===== src/rtl/multimode_ff_bank.sv =====
// ============================================================================
// Module   : multimode_ff_bank
// Brief    : WIDTH-bit register bank whose bits act as D, T, SR or JK flops,
//            with clock enable, change report and SR-11 error bookkeeping.
// Revision : 1.0  initial release
// ============================================================================
`default_nettype none

module multimode_ff_bank #(
  parameter int               WIDTH       = 8,
  parameter logic [WIDTH-1:0] RESET_VAL   = {WIDTH{1'b0}},
  parameter int               CNT_W       = 8,
  parameter int               ILLEGAL_POL = 0
) (
  input  logic             clk,
  input  logic             rst,
  input  logic             en,
  input  logic [1:0]       mode,
  input  logic [WIDTH-1:0] a,
  input  logic [WIDTH-1:0] b,
  input  logic             err_clr,
  output logic [WIDTH-1:0] q,
  output logic [WIDTH-1:0] q_n,
  output logic [WIDTH-1:0] changed,
  output logic             illegal,
  output logic             err_sticky,
  output logic [CNT_W-1:0] err_cnt
);

  localparam logic [1:0] c_MODE_D  = 2'b00;
  localparam logic [1:0] c_MODE_T  = 2'b01;
  localparam logic [1:0] c_MODE_SR = 2'b10;
  localparam logic [1:0] c_MODE_JK = 2'b11;

  localparam logic [CNT_W-1:0] c_CNT_ONE = CNT_W'(1);
  localparam logic [CNT_W-1:0] c_CNT_MAX = {CNT_W{1'b1}};

  generate
    if (ILLEGAL_POL < 0 || ILLEGAL_POL > 2) begin : g_bad_pol
      $error("multimode_ff_bank: ILLEGAL_POL must be 0, 1 or 2");
    end
  endgenerate

  logic [WIDTH-1:0] r_q;
  logic [WIDTH-1:0] r_changed;
  logic             r_illegal;
  logic             r_err_sticky;
  logic [CNT_W-1:0] r_err_cnt;

  logic [WIDTH-1:0] w_q_next;
  logic             w_evt;

  // Per-bit next state; SR 11 resolves through ILLEGAL_POL so q never goes X.
  always_comb begin
    w_q_next = r_q;
    for (int i = 0; i < WIDTH; i++) begin
      unique case (mode)
        c_MODE_D: w_q_next[i] = a[i];
        c_MODE_T: w_q_next[i] = r_q[i] ^ a[i];
        c_MODE_SR: begin
          unique case ({a[i], b[i]})
            2'b00: w_q_next[i] = r_q[i];
            2'b01: w_q_next[i] = 1'b0;
            2'b10: w_q_next[i] = 1'b1;
            default: begin
              if (ILLEGAL_POL == 1)      w_q_next[i] = 1'b0;
              else if (ILLEGAL_POL == 2) w_q_next[i] = 1'b1;
              else                       w_q_next[i] = r_q[i];
            end
          endcase
        end
        c_MODE_JK: begin
          unique case ({a[i], b[i]})
            2'b00:   w_q_next[i] = r_q[i];
            2'b01:   w_q_next[i] = 1'b0;
            2'b10:   w_q_next[i] = 1'b1;
            default: w_q_next[i] = ~r_q[i];
          endcase
        end
        default: w_q_next[i] = r_q[i];
      endcase
    end
  end

  // Any number of SR-11 bits in one edge is a single event.
  assign w_evt = en && (mode == c_MODE_SR) && (|(a & b));

  always_ff @(posedge clk) begin
    if (rst) begin
      r_q       <= RESET_VAL;
      r_changed <= '0;
      r_illegal <= 1'b0;
    end else if (en) begin
      r_q       <= w_q_next;
      r_changed <= w_q_next ^ r_q;
      r_illegal <= w_evt;
    end else begin
      r_changed <= '0;
      r_illegal <= 1'b0;
    end
  end

  // A clear and an event on the same edge leave exactly one counted event.
  always_ff @(posedge clk) begin
    if (rst) begin
      r_err_sticky <= 1'b0;
      r_err_cnt    <= '0;
    end else if (err_clr) begin
      r_err_sticky <= w_evt;
      r_err_cnt    <= w_evt ? c_CNT_ONE : '0;
    end else if (w_evt) begin
      r_err_sticky <= 1'b1;
      if (r_err_cnt != c_CNT_MAX) r_err_cnt <= r_err_cnt + c_CNT_ONE;
    end
  end

  assign q          = r_q;
  assign q_n        = ~r_q;
  assign changed    = r_changed;
  assign illegal    = r_illegal;
  assign err_sticky = r_err_sticky;
  assign err_cnt    = r_err_cnt;

endmodule

`default_nettype wire

===== config.mk =====
export PLATFORM = sky130hd
export DESIGN_NAME = multimode_ff_bank
export DESIGN_NICKNAME = d
export VERILOG_FILES = /design/src/rtl/multimode_ff_bank.sv
export SDC_FILE = /design/constraint.sdc
export NUM_CORES = 1
export LEC_CHECK = 0
export ABC_AREA = 1
export CAP_MARGIN = 5
export CORE_MARGIN = 2
export CORE_UTILIZATION = 35
export CTS_BUF_LIST = sky130_fd_sc_hd__clkbuf_8
export CTS_CLUSTER_DIAMETER = 200
export DETAILED_ROUTE_END_ITERATION = 16
export GPL_TIMING_DRIVEN = 0
export SYNTH_ARGS = -nofsm -noshare
export SYNTH_HDL_FRONTEND = slang
export SYNTH_SLANG_ARGS = --single-unit

===== constraint.sdc =====
create_clock -name clk -period 2.4 [get_ports clk]
set_input_delay 0.36 -clock clk [delete_from_list [all_inputs] [get_ports clk]]
set_output_delay 0.36 -clock clk [all_outputs]
set_load 0.01 [all_outputs]

**Word level (Yosys, flattened, before mapping)**

Cells that the tools add are included.

- Add/subtract/negate cells: 1
- Eq/ne operators: 20
- Multiplexer cells: 30
- Bitwise operators: 20
- Reductions and logical operators: 16

Operators by type and width:

| cell | count |
|---|---|
| 1-bit case mux with 4 select lines | 8 |
| 8-bit two-way mux | 3 |
| 1-bit case mux with 3 select lines | 8 |
| 2-bit equality test (second input constant) | 10 |
| 2-bit by 1-bit equality test with 1-bit output (second input constant) | 9 |
| 2-bit logical NOT | 9 |
| 1-bit case mux with 2 select lines | 8 |
| 1-bit NOT | 9 |
| 8-bit by 1-bit adder with 8-bit output (second input constant) | 1 |
| 8-bit bitwise AND | 1 |
| 8-bit inequality test (second input constant) | 1 |
| 8-bit NOT | 1 |
| 8-bit OR reduction | 1 |
| 1-bit bitwise XOR | 8 |
| 8-bit bitwise XOR | 1 |
| 2-bit nonzero test | 2 |
| 1-bit two-way mux | 3 |
| 1-bit logical AND | 2 |
| 2-bit AND reduction | 1 |
| 2-bit OR reduction | 1 |

- Register bits after elaboration: 26
- Input port bits: 22
- Output and inout port bits: 34
- Logic and storage cells: 92

**Logic depth before layout (Yosys ltp)**

- Depth in word-level cells: 5
- Gate-level depth with buffers: 9

**Worst setup path after synthesis**

Ideal clock, no wire load.

- Path kind: input-to-reg
- From: input port b[4]
- To: register r_changed[4], in the netlist changed[4]
- Arrival: 1.326 ns
- Slack: 0.960 ns
- Cell stages on the path: 9
- Path through: inv_1 > ha_1 > or2_2 > nand3_1 > nand3_1 > nor2_2 > nand2_1 > nand2_1 > nor2_2

- Cells in the longest elaborated chain, start to end: 4

Ends and longest elaborated chain:

| item | RTL line | text |
|---|---|---|
| start: declaration | 20 | `input logic [WIDTH-1:0] b,` |
| 2-bit equality test, or another cell as far along | 61, 73 |  |
| 1-bit case mux with 3 select lines / 1-bit case mux with 2 select lines (equally long branches) | 73, 61 |  |
| 1-bit case mux with 4 select lines (*) | 57 | `unique case (mode)` |
| 8-bit bitwise XOR (*) | 95 | `r_changed <= w_q_next ^ r_q;` |
| end signal: assignment | 95 |  |
| end: declaration | 45 | `logic [WIDTH-1:0] r_changed;` |

Mark *: on every way between the ends. The rest lies on a longest branch, timed or not.
A chain may end at the register's enable or synchronous reset.

**Worst setup path after layout**

Same ends and word-level chain as after synthesis.

==> summary.md <==
Placement
* Post-DP HPWL: 3.75 mm
* worst-case setup slack after placement: 0.305 ns
* routability cong.: 0.825
* number of buffer cells added on primary ports: 54

Logic synthesis
* biggest area consumer among synthesized cells: sky130_fd_sc_hd__dfxtp_1
* number of warnings issued by yosys: 0
* Synth Flop Type: sky130_fd_sc_hd__dfxtp_1
* most frequently used cell type in the post-synthesis netlist: sky130_fd_sc_hd__nand2_1
* xor and xnor fraction of the mapped netlist area: 0%
* distinct cell type count after synthesis: 30
* post-synthesis instance total: 307
* fraction of the mapped netlist area in compound gates: 7.94%
* synth cell count leaders: 75 x sky130_fd_sc_hd__nand2_1, 42 x sky130_fd_sc_hd__nand3_1, 41 x sky130_fd_sc_hd__inv_1, 37 x sky130_fd_sc_hd__nor2_1, 26 x sky130_fd_sc_hd__dfxtp_1
* number of enable flip-flop cells after synthesis: 0
* share of synthesized area spent on multiplexers: 0%
* syn_area_per_cell: 6.41 um2
* largest family of logic cells by synthesized area: simple AND/OR/NAND/NOR gates
* net count of the mapped netlist: 346
* adder-cell share of the synthesized area: 10.8%
* area of the mapped netlist: 1970 um2
* post-synthesis sequential area ratio: 26.4%
* Async SR Flop Fraction: 0%
* area share of the leading cell type in the synthesized netlist: 26.4%
* post-synthesis register bit count: 26
* top post-synthesis cells by area: sky130_fd_sc_hd__dfxtp_1 26%, sky130_fd_sc_hd__nand2_1 14%, sky130_fd_sc_hd__ha_1 11%, sky130_fd_sc_hd__nand3_1 11%, sky130_fd_sc_hd__inv_1 7.8%
* simple-gate share of the synthesized area: 45.7%

Setup path
* maximum fanout count along the critical path: 3
* WP data required: 2.60 ns
* Worst Reg2Reg Path Length in Cells: 7
* slack of the worst reg-to-reg path: 0.90 ns
* nature of the critical path startpoint: primary input
* type of the worst setup path: primary input to register
* crit path DAT: 1.97 ns
* end of the worst register-to-register path: err_cnt[4]
* CP endpoint kind: register
* reg-to-reg critical path startpoint: err_cnt[0]

Timing
* Max-slew headroom: 48.3%
* Setup Skew: 0.0152 ns
* share of the clock period used by the worst path after layout: 73.9%
* maximum clock rate: 0.564 GHz
* unrepaired setup endpoints after global routing: false
* Final Hold Violating Endpoints: 0
* count of final max-slew check failures: 0
* final period demand of the worst path: 1.77 ns
* Setup Total Neg Slack: 0 ns
* setup-violating endpoint count in the final report: 0
* setup slack after layout: 0.626 ns
* Worst-Margin Slew: 0.772 ns

Route
* DRC marker count from the first detailed-route iteration: 77
* post-route antenna net violation count: 0
* total wire length after detailed routing: 5.00 mm
* average wire per standard cell: 11.4 um
* per-cell via count in the routed design: 4.73
* Initial DRT Pass Iterations: 4
* via count: 2066
* total DRC errors in the routed layout: 0

Pwr
* fraction of power consumed by the clock network: 32.1%
* power density over the cells: 450 nW/um2
* switching power total: 0.000364 W
* IR drop worst, VDD: 0.222 mV
* share of total power consumed by net switching: 30.3%
* part of the power in registers: 39.3%
* Static Leak: 1.22 nW
* portion of total power attributed to combinational logic: 28.7%
* cell internal power dissipation: 0.000838 W

CTS
* post-cts hold buffer count: 0
* CTS Buffer Depth: 2
* Resized cells post-CTS: 0
* number of buffers inserted during clock tree synthesis: 3
* CTS tree: built
* Sinks on Clock Net: 26
* clk root buf: sky130_fd_sc_hd__clkbuf_8
* clock slew seen by the registers of the worst setup and hold paths: 0.11 ns
* post-CTS setup buffer count: 0
* H-tree level count: 1
* latest clock arrival within the worst-skew pair: 0.29 ns

Global route
* wire length of the first global-routing pass: 8.34 mm
* pin count of the biggest net entering global routing: 16
* aggregate global-route resource usage: 16.5%
* remaining global-route overflow: 0
* vias in the first global route: 1825
* antenna violations before repair: 0

Floorplan
* area of the die: 6240 um2
* number of top-level pins: 56
* overall die width: 79.0 um
* core area: 5470 um2
* Core Rows: 27
* starting density of the core: 36.0%
* die height: 79.0 um

Status
* outcome: completed

Cells and area
* diode insertion count for antenna repair: 0
* fraction of layout cells with a size suffix above 1: 11.0%
* net count of the finished layout: 405
* layout overhead on the synthesized area: 35.6%

Hold path
* worst min-delay path class: register to register
* beginning of the worst hold path: err_sticky
* end of the worst hold path: err_sticky
* worst hold path depth: 2

Job
* maxcap violations: 0

-- worst max-delay path: stages --
cell                              delay (ns)
sky130_fd_sc_hd__clkdlybuf4s50_1        0.52
sky130_fd_sc_hd__inv_1                  0.06
sky130_fd_sc_hd__ha_1                   0.28
sky130_fd_sc_hd__or2_2                  0.29
sky130_fd_sc_hd__nand3_1                0.07
sky130_fd_sc_hd__nand3_1                0.09
sky130_fd_sc_hd__nor2_2                 0.14
sky130_fd_sc_hd__nand2_1                0.06
sky130_fd_sc_hd__nand2_1                0.07
sky130_fd_sc_hd__nor2_2                 0.03
-- how the worst max path moves through the flow --
stage / start / end / slack, ns
floorplan: b[4] / changed[4] / 0.96
global placement: b[4] / changed[4] / 0.34
detailed placement: b[4] / changed[4] / 0.31
CTS: b[4] / changed[4] / 0.62
global route: b[6] / changed[6] / 0.48
finish: b[4] / changed[4] / 0.63
-- cell families after synthesis --
family / Yosys count
AND/OR/NAND/NOR: 189
AO/OA/AOI/OAI: 28
adder cells (fa/ha/maj): 17
buffers and inverters: 47
flip-flops: 26
-- area by class of cell --
class / instances / area (um2)
timing repair buffer: 54 / 541
fill: 574 / 2800
inverter: 45 / 170
clock buffer: 3 / 41.3
multi-input combinational: 234 / 1270
buffer: 2 / 8.76
sequential: 26 / 520
tap: 72 / 90.1
clock inverter: 1 / 30.0
-- sequential cells by signal, summed over array words and instances (netlist names) --
name,flops
err_sticky,1
err_cnt,8
changed,8
illegal,1
q,8
-- power groups by stage --
stage	Sequential, W	Combinational [W]	Clock, W
5_1_grt	0.000476	0.000386	0.000409
2_1_floorplan	0.000490	0.000184	0
6_report	0.000472	0.000345	0.000385
4_1_cts	0.000472	0.000348	0.000390
3_3_place_gp	0.000482	0.000341	0
3_5_place_dp	0.000482	0.000346	0
-- layer usage --
layer	share of wire [%]	up-vias	routed length (um)	GRT usage [%]
li1	-	1093	-	-
met1	46	907	2320	21.9
met2	47	59	2330	27.6
met3	5.8	7	289	2.73
met4	1.2	0	59	4.83
met5	0	-	0	0
-- layout by cell type, fill, tap and decap left out --
cell / n
sky130_fd_sc_hd__nor2_2: 13
sky130_fd_sc_hd__buf_2: 1
sky130_fd_sc_hd__nor2_4: 1
sky130_fd_sc_hd__clkbuf_1: 1
sky130_fd_sc_hd__nand3_4: 1
sky130_fd_sc_hd__inv_1: 41
sky130_fd_sc_hd__dfxtp_1: 26
sky130_fd_sc_hd__a21boi_1: 1
sky130_fd_sc_hd__clkdlybuf4s50_1: 54
sky130_fd_sc_hd__a21oi_1: 14
sky130_fd_sc_hd__a21boi_0: 1
sky130_fd_sc_hd__nand3_1: 42
sky130_fd_sc_hd__o21ai_0: 8
sky130_fd_sc_hd__nand2_2: 1
sky130_fd_sc_hd__o21bai_1: 1
sky130_fd_sc_hd__o21ai_2: 1
sky130_fd_sc_hd__nor2_1: 37
sky130_fd_sc_hd__nand3_2: 4
sky130_fd_sc_hd__or2_2: 8
sky130_fd_sc_hd__inv_2: 3
sky130_fd_sc_hd__nor3_1: 1
sky130_fd_sc_hd__nor2_8: 1
sky130_fd_sc_hd__o211ai_1: 1
sky130_fd_sc_hd__o31ai_1: 1
sky130_fd_sc_hd__clkinv_2: 1
sky130_fd_sc_hd__nor3b_1: 1
sky130_fd_sc_hd__clkbuf_8: 3
sky130_fd_sc_hd__nand4_1: 2
sky130_fd_sc_hd__ha_1: 17
sky130_fd_sc_hd__nand2_1: 75
sky130_fd_sc_hd__nand2_4: 1
sky130_fd_sc_hd__nand3b_1: 1
sky130_fd_sc_hd__bufinv_16: 1
-- stage by stage --
step,area [um2],hold WS [ns],total power [W],cells,utilization [%]
after floorplan,1970,0.429,0.000674,307,-
after detailed placement,2600,0.463,0.000828,433,47.5
after global routing,2670,0.508,0.00127,437,48.8
after CTS,2670,0.479,0.00121,437,48.8
final,2670,0.472,0.00120,437,48.8
after global placement,2600,0.457,0.000823,433,47.5
Power figures use the tool's default switching activity.
